==> src/rtl/cpu_types_pkg.sv <==
// Shared types for the pipeline sequencer: FSM states, the latch-control bundle,
// and the load-use hazard test.
package cpu_types_pkg;

    typedef enum logic [1:0] {
        RUN    = 2'd0,
        DWAIT  = 2'd1,
        HALTED = 2'd2
    } pipe_state_t;

    // en/flush bit order, MSB first: if_id, id_ex, ex_mem, mem_wb
    typedef struct packed {
        logic       pc_en;
        logic [3:0] en;
        logic [3:0] flush;
    } pipe_ctrl_t;

    localparam pipe_ctrl_t CTRL_RUN        = '{pc_en: 1'b1, en: 4'b1111, flush: 4'b0000};
    localparam pipe_ctrl_t CTRL_HALT       = '{pc_en: 1'b0, en: 4'b1111, flush: 4'b1111};
    localparam pipe_ctrl_t CTRL_MEM_WAIT   = '{pc_en: 1'b0, en: 4'b0001, flush: 4'b0001};
    localparam pipe_ctrl_t CTRL_REDIRECT   = '{pc_en: 1'b1, en: 4'b1111, flush: 4'b1110};
    localparam pipe_ctrl_t CTRL_LOAD_USE   = '{pc_en: 1'b0, en: 4'b0111, flush: 4'b0100};
    localparam pipe_ctrl_t CTRL_FETCH_MISS = '{pc_en: 1'b0, en: 4'b1111, flush: 4'b1000};

    // x0 is hardwired, so a load targeting it never creates a hazard.
    function automatic logic load_use(
        input logic       ex_memread,
        input logic [4:0] ex_rd,
        input logic [4:0] id_rs1,
        input logic [4:0] id_rs2,
        input logic       id_use_rs1,
        input logic       id_use_rs2
    );
        return ex_memread && (ex_rd != 5'd0) &&
               ((id_use_rs1 && (id_rs1 == ex_rd)) || (id_use_rs2 && (id_rs2 == ex_rd)));
    endfunction

endpackage

==> src/rtl/pipeline_ctrl_sat_counter.sv <==
// Up-counter that sticks at all-ones instead of wrapping; synchronous clear wins over inc.
module sat_counter #(
    parameter int W = 8
) (
    input  logic         clk,
    input  logic         nRST,
    input  logic         inc,
    input  logic         clr,
    output logic [W-1:0] count
);

    // NOTE: registers are written with <= so every flop samples pre-edge values.
    always_ff @(posedge clk or negedge nRST) begin
        if (!nRST) begin
            count <= '0;
        end else if (clr) begin
            count <= '0;
        end else if (inc && (count != '1)) begin
            count <= count + 1'b1;
        end
    end

endmodule

==> src/rtl/pipeline_ctrl.sv <==
// Five-stage pipeline sequencer: latch en/flush and PC enable from hazards, dcache waits,
// redirects and halt, plus stall/flush counters and a data-wait watchdog.
module pipeline_ctrl
    import cpu_types_pkg::*;
#(
    parameter int CNT_W         = 32,
    parameter int DWAIT_TIMEOUT = 1024
) (
    input  logic             CLK,
    input  logic             nRST,
    input  logic             ihit,
    input  logic             dhit,
    input  logic             mem_dren,
    input  logic             mem_dwen,
    input  logic             redirect,
    input  logic             ex_memread,
    input  logic [4:0]       ex_rd,
    input  logic [4:0]       id_rs1,
    input  logic [4:0]       id_rs2,
    input  logic             id_use_rs1,
    input  logic             id_use_rs2,
    input  logic             wb_halt,
    output logic             pc_en,
    output logic             ifid_en,
    output logic             idex_en,
    output logic             exmem_en,
    output logic             memwb_en,
    output logic             ifid_flush,
    output logic             idex_flush,
    output logic             exmem_flush,
    output logic             memwb_flush,
    output logic             halt,
    output logic             timeout_err,
    output logic [CNT_W-1:0] stall_cnt,
    output logic [CNT_W-1:0] flush_cnt
);

    localparam int                WAIT_W    = $clog2(DWAIT_TIMEOUT + 1);
    localparam logic [WAIT_W-1:0] WAIT_LAST = WAIT_W'(DWAIT_TIMEOUT - 1);

    pipe_state_t       state, next_state;
    pipe_ctrl_t        ctrl;
    logic              mem_busy, lu;
    logic              stall_inc, flush_inc, wait_inc, wait_clr;
    logic [WAIT_W-1:0] wait_cnt;

    assign mem_busy = (mem_dren | mem_dwen) & ~dhit;
    assign lu       = load_use(ex_memread, ex_rd, id_rs1, id_rs2, id_use_rs1, id_use_rs2);

    always_ff @(posedge CLK or negedge nRST) begin
        if (!nRST) begin
            state <= RUN;
        end else begin
            state <= next_state;
        end
    end

    // NOTE: every output of this block gets a default first, so no path can infer a latch.
    always_comb begin
        ctrl       = CTRL_RUN;
        next_state = state;
        stall_inc  = 1'b0;
        flush_inc  = 1'b0;
        if (state == HALTED) begin
            ctrl = CTRL_HALT;
        end else begin
            next_state = RUN;
            if (wb_halt) begin
                ctrl       = CTRL_HALT;
                next_state = HALTED;
            end else if (mem_busy) begin
                // Redirect is deliberately shadowed; it is seen again once ex_mem releases.
                ctrl       = CTRL_MEM_WAIT;
                stall_inc  = 1'b1;
                next_state = DWAIT;
            end else if (redirect) begin
                ctrl      = CTRL_REDIRECT;
                flush_inc = 1'b1;
            end else if (lu) begin
                ctrl      = CTRL_LOAD_USE;
                stall_inc = 1'b1;
            end else if (!ihit) begin
                ctrl      = CTRL_FETCH_MISS;
                stall_inc = 1'b1;
            end
        end
    end

    assign pc_en = ctrl.pc_en;
    assign {ifid_en, idex_en, exmem_en, memwb_en}             = ctrl.en;
    assign {ifid_flush, idex_flush, exmem_flush, memwb_flush} = ctrl.flush;
    assign halt  = (state == HALTED);

    assign wait_inc = (state == DWAIT) & ~dhit;
    assign wait_clr = (state != DWAIT) & (next_state == DWAIT);

    // Sticky: the core keeps stalling after a timeout until software resets it.
    always_ff @(posedge CLK or negedge nRST) begin
        if (!nRST) begin
            timeout_err <= 1'b0;
        end else if (wait_inc && (wait_cnt >= WAIT_LAST)) begin
            timeout_err <= 1'b1;
        end
    end

    sat_counter #(.W(CNT_W)) u_stall_cnt (
        .clk(CLK), .nRST(nRST), .inc(stall_inc), .clr(1'b0), .count(stall_cnt)
    );

    sat_counter #(.W(CNT_W)) u_flush_cnt (
        .clk(CLK), .nRST(nRST), .inc(flush_inc), .clr(1'b0), .count(flush_cnt)
    );

    sat_counter #(.W(WAIT_W)) u_wait_cnt (
        .clk(CLK), .nRST(nRST), .inc(wait_inc), .clr(wait_clr), .count(wait_cnt)
    );

endmodule

==> config.mk <==
export PLATFORM = sky130hd
export DESIGN_NAME = pipeline_ctrl
export DESIGN_NICKNAME = d
export VERILOG_FILES = /design/src/rtl/cpu_types_pkg.sv /design/src/rtl/pipeline_ctrl_sat_counter.sv /design/src/rtl/pipeline_ctrl.sv
export SDC_FILE = /design/constraint.sdc
export NUM_CORES = 1
export LEC_CHECK = 0
export BUFFER_PORTS_ARGS = -buffer_cell sky130_fd_sc_hd__buf_4
export CAP_MARGIN = 30
export CELL_PAD_IN_SITES_DETAIL_PLACEMENT = 0
export CELL_PAD_IN_SITES_GLOBAL_PLACEMENT = 1
export CORE_MARGIN = 2
export CORE_UTILIZATION = 40
export CTS_CLUSTER_DIAMETER = 30
export DETAILED_ROUTE_END_ITERATION = 12
export GPL_TIMING_DRIVEN = 0
export MAX_ROUTING_LAYER = met4
export PLACE_DENSITY = 0.84
export SYNTH_ARGS = -nofsm -noshare
export SYNTH_HDL_FRONTEND = slang
export SYNTH_SLANG_ARGS = --single-unit
==> constraint.sdc <==
create_clock -name CLK -period 2.55 [get_ports CLK]
set_clock_uncertainty 0.15 [all_clocks]
set_input_delay 0.1275 -clock CLK [delete_from_list [all_inputs] [get_ports CLK]]
set_output_delay 0.1275 -clock CLK [all_outputs]
set_load 0.01 [all_outputs]
==> qor.csv <==
metric;value;unit
syn_area_per_cell;10.0;um2
slew_headroom;0.653;
p_total;2.38;mW
clock_latency;350;ps
power_density;450;mW/mm2
regToRegStartpoint;u_stall_cnt.count[1]$_DFFE_PN0P_;
dpl.hpwl;6.98;mm
cts_tree;yes;
io_buffers;99;
slowest_delay;540;ps
crit_path_max_fanout;6;
setup_viol;0;
grtUsageTotal;0.188;
hold_violations;0;
grt_max_degree;41;
place.gp.congestion;0.818;
vias_per_cell;5.20;
final_common_cell;buf_4;
die_w;104;um
r2r_cells;9;
cap_violations;0;
root_buffer;clkbuf_8;
synth_nets;429;
tns;0;ps
min_from;mem_dren;
wl;9.76;mm
grt_pass1_wl;16.2;mm
cts_buffers;9;
cts_sinks;78;
max_freq;406;MHz
critical-path-slowest-cell;or4_4;
crit_type;register to register;
final_cells;661;
via_count;3434;
fp.dieH;104;um
drive_gt1_frac;0.269;
h-tree-depth;3;
syn2layout_area_growth;32.2;%
start_kind;register;
clk_pin_slew;90;ps
synth_edf_count;0;
synth_area;0.00400;mm2
worst-path-buf-inv;2;
irDropWorstVdd;0.296;mV
rows;36;
nNetsFinal;552;
crit_chain;ha_2 -> and3_4 -> nand4_1 -> or4_4 -> o211a_1 -> buf_6 -> buf_12 -> nand4_1 -> xnor2_1;
ios;101;
initial_core_util;0.412;
grt_overflow;0;
period_needed;2460;ps
path_delay_family;simple AND/OR/NAND/NOR gates;
min_to;state[0]$_DFF_PN0_;
period_share;0.966;
p_leak;2.50;nW
ys_async_sr_fraction;1.00;
ant_nets;0;
cp-end-kind;register;
synth.distinct_cells;44;
cts_buffer_depth;2;
drv_slew;0;
antenna_found_initial;0;
whs_path_depth;4;
cp_data_required_time;2660;ps
yosysWarnings;0;
die_area;0.0108;mm2
final_cell_mix;buf_4, dfrtp_1, xnor2_1, nand2_1, nand3_1;
wire_per_inst;14.8;um
drtIter0Drc;125;
drt_first_pass_iters;4;
diodes;0;
first_global_vias;3268;
synth_ff_type;dfrtp_1;
coreArea;0.00973;mm2
rrSetupSlack;90;ps
hold_class;input port to register;
cpMostUsedCell;nand4_1;
ys_seq_area_frac;0.488;
r2r-end;u_stall_cnt.count[16]$_DFFE_PN0P_;
arrival;2570;ps
dp.cells;633;
run_status;completed;
syn_inst;400;
ys_ff_latch;78;
drc_errors;0;
tightest_slew;519;ps
final_util;0.544;
layer usage:
metal	global-route usage	vias to the layer above	share of wire
met5	-	-	0
met4	0.0685	0	0.018
met3	0.0376	16	0.053
met2	0.287	97	0.47
met1	0.248	1661	0.46
li1	-	1660	-
power breakdown:
group / total, mW / switching, mW / internal [mW]
Combinational: 0.121 / 0.0607 / 0.0599
Clock: 1.01 / 0.463 / 0.550
Sequential: 1.25 / 0.00760 / 1.24
synthesized netlist by cell type (3+ instances only):
cell type   n  area (um2)
xor2_1     16         140
ha_1        3        37.5
dfrtp_1    78        1950
nand2_1    35         131
nand4_1    30         188
and4_1      9        78.8
o21ai_0     9        45.0
a21oi_1     9        45.0
clkbuf_1    8        30.0
nor4_1      5        31.3
nor3_1     14        70.1
nor2_1     26        97.6
xnor2_1    60         526
and3_1     17         106
nand3_1    32         160
inv_1      10        37.5
stage by stage:
stage | cell area [um2] | hold slack, ps | setup WS [ps]
final | 5290 | 119 | 85.7
after global routing | 5290 | 143 | -1.29
after CTS | 5210 | 108 | 6.69
after detailed placement | 4930 | -10.8 | -66.0
after global placement | 4910 | 204 | -26.1
after floorplan | 4000 | -318 | 143
registers in the layout, indices dropped and copies added (netlist names):
register / cells
state: 2
u_wait_cnt.count: 11
u_flush_cnt.count: 32
timeout_err: 1
u_stall_cnt.count: 32
worst max path at each step:
| stage | from | end | cells after the start |
|---|---|---|---|
| after floorplan | u_stall_cnt.count[0]$_DFFE_PN0P_ | u_stall_cnt.count[17]$_DFFE_PN0P_ | 9 |
| after global placement | u_stall_cnt.count[0]$_DFFE_PN0P_ | u_stall_cnt.count[27]$_DFFE_PN0P_ | 9 |
| after detailed placement | u_stall_cnt.count[0]$_DFFE_PN0P_ | u_stall_cnt.count[17]$_DFFE_PN0P_ | 9 |
| after CTS | u_stall_cnt.count[0]$_DFFE_PN0P_ | u_stall_cnt.count[27]$_DFFE_PN0P_ | 9 |
| after global routing | u_stall_cnt.count[0]$_DFFE_PN0P_ | u_stall_cnt.count[19]$_DFFE_PN0P_ | 9 |
| final | u_stall_cnt.count[1]$_DFFE_PN0P_ | u_stall_cnt.count[16]$_DFFE_PN0P_ | 9 |
area by class of cell:
type | instances | area, um2
fill | 898 | 4440
multi-input combinational | 299 | 1970
sequential | 78 | 1950
timing repair buffer | 113 | 881
tap | 133 | 166
clock buffer | 10 | 128
clock inverter | 6 | 86.3
buffer | 12 | 68.8
inverter | 10 | 37.5
timing repair:
action,CTS,global route
resized for setup,1,6
endpoints found under the hold margin,41,0
buffers inserted,4,6
pin swaps,0,4
hold buffers,3,0
setup endpoints to repair,18,32
worst min-delay path: cells and delay by family:
kind,cells,cell delay (ps)
AOI/OAI and AO/OA,1,170
buffers and inverters,2,160
and+or+nand+nor,1,120
kinds of logic after synthesis:
| group | count (synthesis) | synth area share |
|---|---|---|
| buf+inv | 23 | 0.0275 |
| fa+ha+maj | 3 | 0.00938 |
| xor+xnor | 76 | 0.166 |
| flops | 78 | 0.487 |
| mux | 3 | 0.00812 |
| other cells | 1 | 0.000937 |
| simple gates | 184 | 0.250 |
| compound gates | 32 | 0.0506 |
(Power assumes the default switching activity.)
